$ cat src/rtl/constraint_sampler.sv
// Rejection sampler: fills a CAND_W-bit candidate from a 64-bit Fibonacci LFSR,
// one word per cycle, and retries until the external checker accepts or MAX_TRIES run out.

module cs_word #(
  parameter int W = 64
) (
  input  logic         clk,
  input  logic         rst_n,
  input  logic         we,
  input  logic [W-1:0] d,
  output logic [W-1:0] q
);
  always_ff @(posedge clk or negedge rst_n) begin
    if (!rst_n)  q <= '0;
    else if (we) q <= d;
  end
endmodule

module constraint_sampler #(
  parameter int          CAND_W    = 506,
  parameter logic [63:0] SEED      = 64'h1,
  parameter logic [31:0] MAX_TRIES = 32'd1024
) (
  input  logic              clk,
  input  logic              rst_n,
  input  logic              start,
  output logic [CAND_W-1:0] cand,
  input  logic              sat,
  output logic              out_valid,
  input  logic              out_ready,
  output logic [CAND_W-1:0] out_data,
  output logic              busy,
  output logic              done,
  output logic              fail,
  output logic [31:0]       tries
);
  localparam int          NW       = (CAND_W + 63) / 64;
  localparam int          KW       = (NW > 1) ? $clog2(NW) : 1;
  localparam logic [63:0] SEED_EFF = (SEED == 64'd0) ? 64'd1 : SEED;
  localparam logic [KW-1:0] K_LAST = KW'(NW - 1);

  typedef enum logic [1:0] {IDLE, FILL, CHECK, HOLD} state_t;
  state_t state, state_nxt;

  logic [63:0]   lfsr, lfsr_nxt;
  logic [KW-1:0] k;
  logic          fill_we, last_try;

  assign lfsr_nxt = {lfsr[62:0], lfsr[63] ^ lfsr[62] ^ lfsr[60] ^ lfsr[59]};
  assign fill_we  = (state == FILL);
  // 33-bit compare so MAX_TRIES = 2^32-1 cannot wrap
  assign last_try = ({1'b0, tries} + 33'd1) >= {1'b0, MAX_TRIES};

  always_ff @(posedge clk or negedge rst_n) begin
    if (!rst_n) state <= IDLE;
    else        state <= state_nxt;
  end

  always_comb begin
    state_nxt = state;
    busy      = 1'b1;
    out_valid = 1'b0;
    done      = 1'b0;
    fail      = 1'b0;
    case (state)
      IDLE: begin
        busy = 1'b0;
        if (start) state_nxt = FILL;
      end
      FILL:  if (k == K_LAST) state_nxt = CHECK;
      CHECK: begin
        if (sat) state_nxt = HOLD;
        else if (last_try) begin
          fail      = 1'b1;
          state_nxt = IDLE;
        end else state_nxt = FILL;
      end
      HOLD: begin
        out_valid = 1'b1;
        if (out_ready) begin
          done      = 1'b1;
          state_nxt = IDLE;
        end
      end
      default: state_nxt = IDLE;
    endcase
  end

  always_ff @(posedge clk or negedge rst_n) begin
    if (!rst_n) begin
      lfsr     <= SEED_EFF;
      k        <= '0;
      tries    <= '0;
      out_data <= '0;
    end else begin
      case (state)
        IDLE: if (start) begin
          tries <= '0;
          k     <= '0;
        end
        FILL: begin
          lfsr <= lfsr_nxt;
          k    <= (k == K_LAST) ? '0 : k + KW'(1);
        end
        CHECK: begin
          if (tries != '1) tries <= tries + 32'd1;
          if (sat)         out_data <= cand;
        end
        default: ;
      endcase
    end
  end

  // One register slice per 64-bit word; the top word keeps only the bits below CAND_W
  for (genvar w = 0; w < NW; w++) begin : g_word
    localparam int LO = 64 * w;
    localparam int WW = ((CAND_W - LO) > 64) ? 64 : (CAND_W - LO);
    cs_word #(.W(WW)) u_word (
      .clk  (clk),
      .rst_n(rst_n),
      .we   (fill_we && (k == KW'(w))),
      .d    (lfsr[WW-1:0]),
      .q    (cand[LO+WW-1:LO])
    );
  end
endmodule

$ cat config.mk
export PLATFORM = sky130hd
export DESIGN_NAME = constraint_sampler
export DESIGN_NICKNAME = d
export VERILOG_FILES = /design/src/rtl/constraint_sampler.sv
export SDC_FILE = /design/constraint.sdc
export NUM_CORES = 1
export LEC_CHECK = 0
export ABC_AREA = 0
export BUFFER_PORTS_ARGS = -buffer_cell sky130_fd_sc_hd__buf_4
export CORE_AREA = 2 2 416 418
export DETAILED_ROUTE_END_ITERATION = 12
export DIE_AREA = 0 0 418 420
export GPL_TIMING_DRIVEN = 1
export PLACE_DENSITY = 0.52
export SYNTH_ARGS = -nofsm -noshare
export SYNTH_HDL_FRONTEND = slang
export SYNTH_SLANG_ARGS = --single-unit
$ cat constraint.sdc
create_clock -name clk -period 2.35 [get_ports clk]
set_input_delay 0.3525 -clock clk [delete_from_list [all_inputs] [get_ports clk]]
set_output_delay 0.3525 -clock clk [all_outputs]
set_load 0.02 [all_outputs]
After elaboration in Yosys (flattened, before gate mapping)
Cells that the tools add are included.
{"block": "word_totals", "regBits": 1113, "inputBits": 5, "elab_cells": 70, "out_inout_bits": 1048}
{"block": "op_classes", "reduce_logical": 16, "magnitude_cmp": 1, "eq_ne": 15, "add_sub_neg": 3, "bitwise_logic": 3, "muxes": 19}
{"operator": "$mux 32", "n": 2}
{"operator": "$pmux 32 s2", "n": 1}
{"operator": "$add 32x1->33 const B", "n": 1}
{"operator": "$ge 33x11->1 const B", "n": 1}
{"operator": "$add 32x1->32 const B", "n": 1}
{"operator": "$ne 32x32->1 const B", "n": 1}
{"operator": "$eq 3x3->1 const B", "n": 4}
{"operator": "$logic_and 1x1->1", "n": 8}
{"operator": "$mux 1", "n": 8}
{"operator": "$mux 2", "n": 4}
{"operator": "$pmux 2 s4", "n": 1}
{"operator": "$eq 3x2->1 const B", "n": 2}
{"operator": "$mux 3", "n": 2}
{"operator": "$ne 2x2->1 const B", "n": 3}
{"operator": "$pmux 3 s2", "n": 1}
{"operator": "$reduce_and 3->1", "n": 2}
{"operator": "$eq 2x2->1 const B", "n": 2}
{"operator": "$reduce_and 2->1", "n": 2}
{"operator": "$reduce_bool 2->1", "n": 2}
{"operator": "$add 3x1->3 const B", "n": 1}
{"operator": "$eq 3x1->1 const B", "n": 1}
{"operator": "$logic_not 3->1", "n": 1}
{"operator": "$xor 1x1->1", "n": 3}
{"operator": "$eq 2x1->1 const B", "n": 1}
{"operator": "other kinds (2)", "n": 2}

Depth between registers and ports, before layout
{"block": "depth", "depth_word": 5, "mapped_depth": 11, "mapped_depth_nobuf": 8}

Modules after synthesis
From an unflattened synthesis, not the netlist that was laid out.
{"block": "unflattened", "hier_cells": 2718, "area_unflattened_um2": 44520.2}
{"mod": "constraint_sampler", "area_per_inst_um2": 23540.1, "cells_each": 1651, "n_inst": 1, "seq_area_each_um2": 15190.8}
{"mod": "cs_word (g_word[0].u_word ...)", "area_per_inst_um2": 2678.8, "cells_each": 135, "n_inst": 7, "seq_area_each_um2": 1601.5}
{"mod": "cs_word (g_word[7].u_word)", "area_per_inst_um2": 2228.4, "cells_each": 122, "n_inst": 1, "seq_area_each_um2": 1451.4}

Least setup slack after synthesis
No wires, ideal clock.
{"block": "synth_path", "path_kind": "reg2out", "start": "reg tries[8]", "end": "out fail", "path_buffers": 0, "stages_incl_launch_ff": 8, "required_time_ns": 1.997, "path_slack_ns": -0.609, "t_arrival_ns": 2.607, "path_cell_list": "dfrtp_1 > nand4_2 > or4_4 > or4_1 > nand4_1 > nand4b_1 > nor4_1 > nor3b_1"}
{"block": "synth_between", "elab_chain_len": 5}
{"element": "start, declared", "line_no": "35", "source": "output logic [31:0] tries"}
{"element": "start signal, assigned", "line_no": "106", "source": "if (tries != '1) tries <= tries + 32'd1;"}
{"element": "$add 32x1->33", "line_no": "52", "source": "assign last_try = ({1'b0, tries} + 33'd1) >= {1'b0, MAX_TRIES};"}
{"element": "$ge 33x11->1", "line_no": "52"}
{"element": "$mux 1", "line_no": "73", "source": "else if (last_try) begin"}
{"element": "$mux 1", "line_no": "72", "source": "if (sat) state_nxt = HOLD;"}
{"element": "$mux 1", "line_no": "65", "source": "case (state)"}
{"element": "end, declared", "line_no": "34", "source": "output logic fail,"}
No other way between the ends.

Worst setup path in the final report
{"block": "layout_path", "start": "reg tries[19]", "end": "out fail"}
The elaborated chain is that of the path after synthesis.

==> results.yml <==
drt:
  vias: 28100
  top_layer: "met5"
  postRouteAntennaNets: 0
  viasPerCell: 4.46
  first_pass_iters: 5
  wl_per_cell_um: 24.7
  drt-met1-wl_um: 63600
  drc: 0
  wl_met3_um: 8380
  routed_wl_um: 156000
  drt-initial-drc-count: 1435
  route.met2.wl_um: 77900
synthesis:
  ys_ff_latch: 1113
  synth_most_common_cell: "dfrtp_1"
  postSynthCellCount: 2789
  synth_top_cell_by_area: "dfrtp_1"
  synthFlopType: "dfrtp_1"
  yosysSeqAreaShare_pct: 65.5
  synthTopCellsByCount: "dfrtp_1 (1112), mux2_2 (1013), nand2_1 (222)"
  synth_edf_count: 0
  synth-warning-count: 0
  synth.avg_cell_area_um2: 15.3
  yosysTopAreaCellShare_pct: 65.4
  syn_nets: 2802
  ys_top_cells_by_area: "dfrtp_1 (65%), mux2_2 (27%), nand2_1 (2.0%)"
  syn_area_mm2: 0.0425
  yosysUniqueCellTypes: 55
  async_flop_share_pct: 100
timing:
  finalClockSkew_ps: 31.8
  hold_slack_ps: 153
  tightest_slew_ps: 785
  slew_headroom_pct: 47.7
  fin_crit_ps: 3540
  setup_viol: 14
  fmax_mhz: 283
  setup_ws_ps: -1190
  fin_crit_sh_pct: 150
  hold_viol: 0
  rsz0062_at_grt: "true"
  maxSlewViolCount: 0
status:
  violations: "negative setup slack"
  outcome: "finished, violations left"
clock_network:
  cts_tree: "yes"
  clk_path_buf_depth: 3
  ctsHtreeMaxLevel: 4
  root_buffer: "clkbuf_16"
  numClockSinks: 1113
  clock_latency_ps: 790
  path_clk_slew_ps: 50
  cts_buffers: 131
global_routing:
  grt_start_max_net_pins: 84
  grt_pass1_wl_um: 219000
  grt_remaining_overflow: 0
  antenna_found_initial: 11
  grt_usage_pct: 17.2
  grt_pass1_vias: 28900
worst_setup_path:
  timing.rr.end: "state[0]"
  slowest_stage: "or4_4"
  crit_path_end_kind: "output pin"
  cp-start-kind: "flop"
  worstPathCellList: "nand3_2 > or4_4 > buf_6 > o31ai_2 > nand4_1 > nand4b_1 > nor4_4 > buf_4 > nor3b_2 > buf_4"
  critPathMaxStageDelay_ps: 580
  rr_startpoint: "tries[0]"
  worst-path-max-fanout: 4
  required_ps: 2000
  r2r_slack_ps: -250
  worstSetupPathType: "flop to output pin"
  r2r.worst_path.cells: 11
  path_common_cell: "buf_4"
  worstPathArrival_ps: 3180
cells_and_area:
  regArea_mm2: 0.0279
  fin_nets: 3994
  syn2layout_area_growth_pct: 38.8
  design_area_mm2: 0.0590
  fillCellCount: 16800
  final_layout_size_suffix_gt1_share_pct: 62.6
  fin_cells: 6310
  multiInputGateArea_mm2: 0.0140
placed_design:
  dp_hpwl_um: 114000
  post_dp_cell_area_mm2: 0.0543
  io_buffers: 1052
  gp_congestion: 0.859
  dpl.cell_count: 6057
pwr:
  leakage_nw: 31.6
  power_mw: 44.6
  ir_drop_uv: 854
  p_per_area_mw_per_mm2: 756
run:
  cap_violations: 0
floorplanning:
  die_h_um: 420
  die_area_mm2: 0.176
  rows: 152
  fp.dieW_um: 418
  design.core.area_mm2: 0.171
  start_util_pct: 24.9
  io_pins: 1053
hold_path:
  hp-class: "input port to asynchronous set/reset pin"
## cell usage in the layout (no fill, tap or decap), types with 4 or more instances in the layout
cell and n:
dfrtp_1 1100, buf_12 40, xnor2_1 4, nand4_1 11, clkbuf_16 136, inv_6 5
o21ai_2 19, xor2_1 5, and3_1 5, a31oi_1 7, nand3_1 19, clkbuf_1 30
o21ai_0 15, nor3_1 6, clkinv_2 15, a21oi_1 9, nand2_1 218, o41ai_2 4
ha_1 7, clkbuf_8 33, mux2_2 1012, dfrtp_2 12, buf_4 1208, inv_1 4
or3_4 4, nor2_1 26, o21ai_1 16, buf_6 10, clkinv_8 5, o31ai_1 11
## repair_timing
action / 4_1_cts / 5_1_grt
setup buffers: 9 / 12
cloned: 3 / 2
hold buffers: 3 / 0
resized for setup: 37 / 65
endpoints found under the setup margin: 33 / 32
endpoints found under the hold margin: 97 / 0
pin swaps: 11 / 13
## worst max path at each step
stage,from,to,cells past startpoint
5_1_grt,tries[19],fail,10
3_3_place_gp,tries[11],fail,10
3_5_place_dp,tries[11],fail,10
4_1_cts,tries[1],fail,10
6_report,tries[19],fail,10
2_1_floorplan,tries[11],fail,7
## flip-flops by register name (all words and copies together), names as in the netlist
signal           flops
tries               32
state                2
k                    3
out_data           506
g_word.u_word.q    506
lfsr                64
## cell type report
cell class | instances | area share (%)
Timing Repair Buffer | 1266 | 17.1
Tap cell | 2233 | 4.73
Inverter | 4 | 0.0254
Clock buffer | 197 | 6.64
Antenna cell | 3 | 0.0127
Multi-Input combinational cell | 1465 | 23.8
Sequential cell | 1113 | 47.2
Clock inverter | 29 | 0.487
## logic make-up after synthesis
family	share of synthesized area [%]
flip-flops	65.5
AO/OA/AOI/OAI	1.45
buffers and inverters	2.41
multiplexers	26.8
XOR/XNOR	0.185
adder cells (fa/ha/maj)	0.235
AND/OR/NAND/NOR	3.44
## layer usage
layer | GRT usage (%) | vias up
met5 | 0 | -
met4 | 6.61 | 2
met3 | 4.24 | 255
met2 | 29.0 | 800
met1 | 21.1 | 14900
li1 | - | 12200
## worst max-delay path, delay by kind of cell (launching register included)
| family | cells | cell delay [ps] |
|---|---|---|
| compound gates | 1 | 250 |
| buf+inv | 3 | 490 |
| flops | 1 | 380 |
| simple gates | 6 | 1280 |
## stage by stage
step                      setup slack [ps]  TNS [ps]  util [%]
after floorplan                       -333      -584         -
after global placement                -567     -1180      31.7
after detailed placement              -502     -2500      31.7
after CTS                            -1250     -1410      34.4
after global routing                 -1360     -3030      34.5
final                                -1190     -1550      34.5
## power by group
group,internal (mW),switching (mW),total (mW)
combinational,1.90,3.46,5.36
clock,11.7,8.20,19.9
sequential,19.2,0.0790,19.3
No activity file was read; power rests on OpenSTA's default activity.
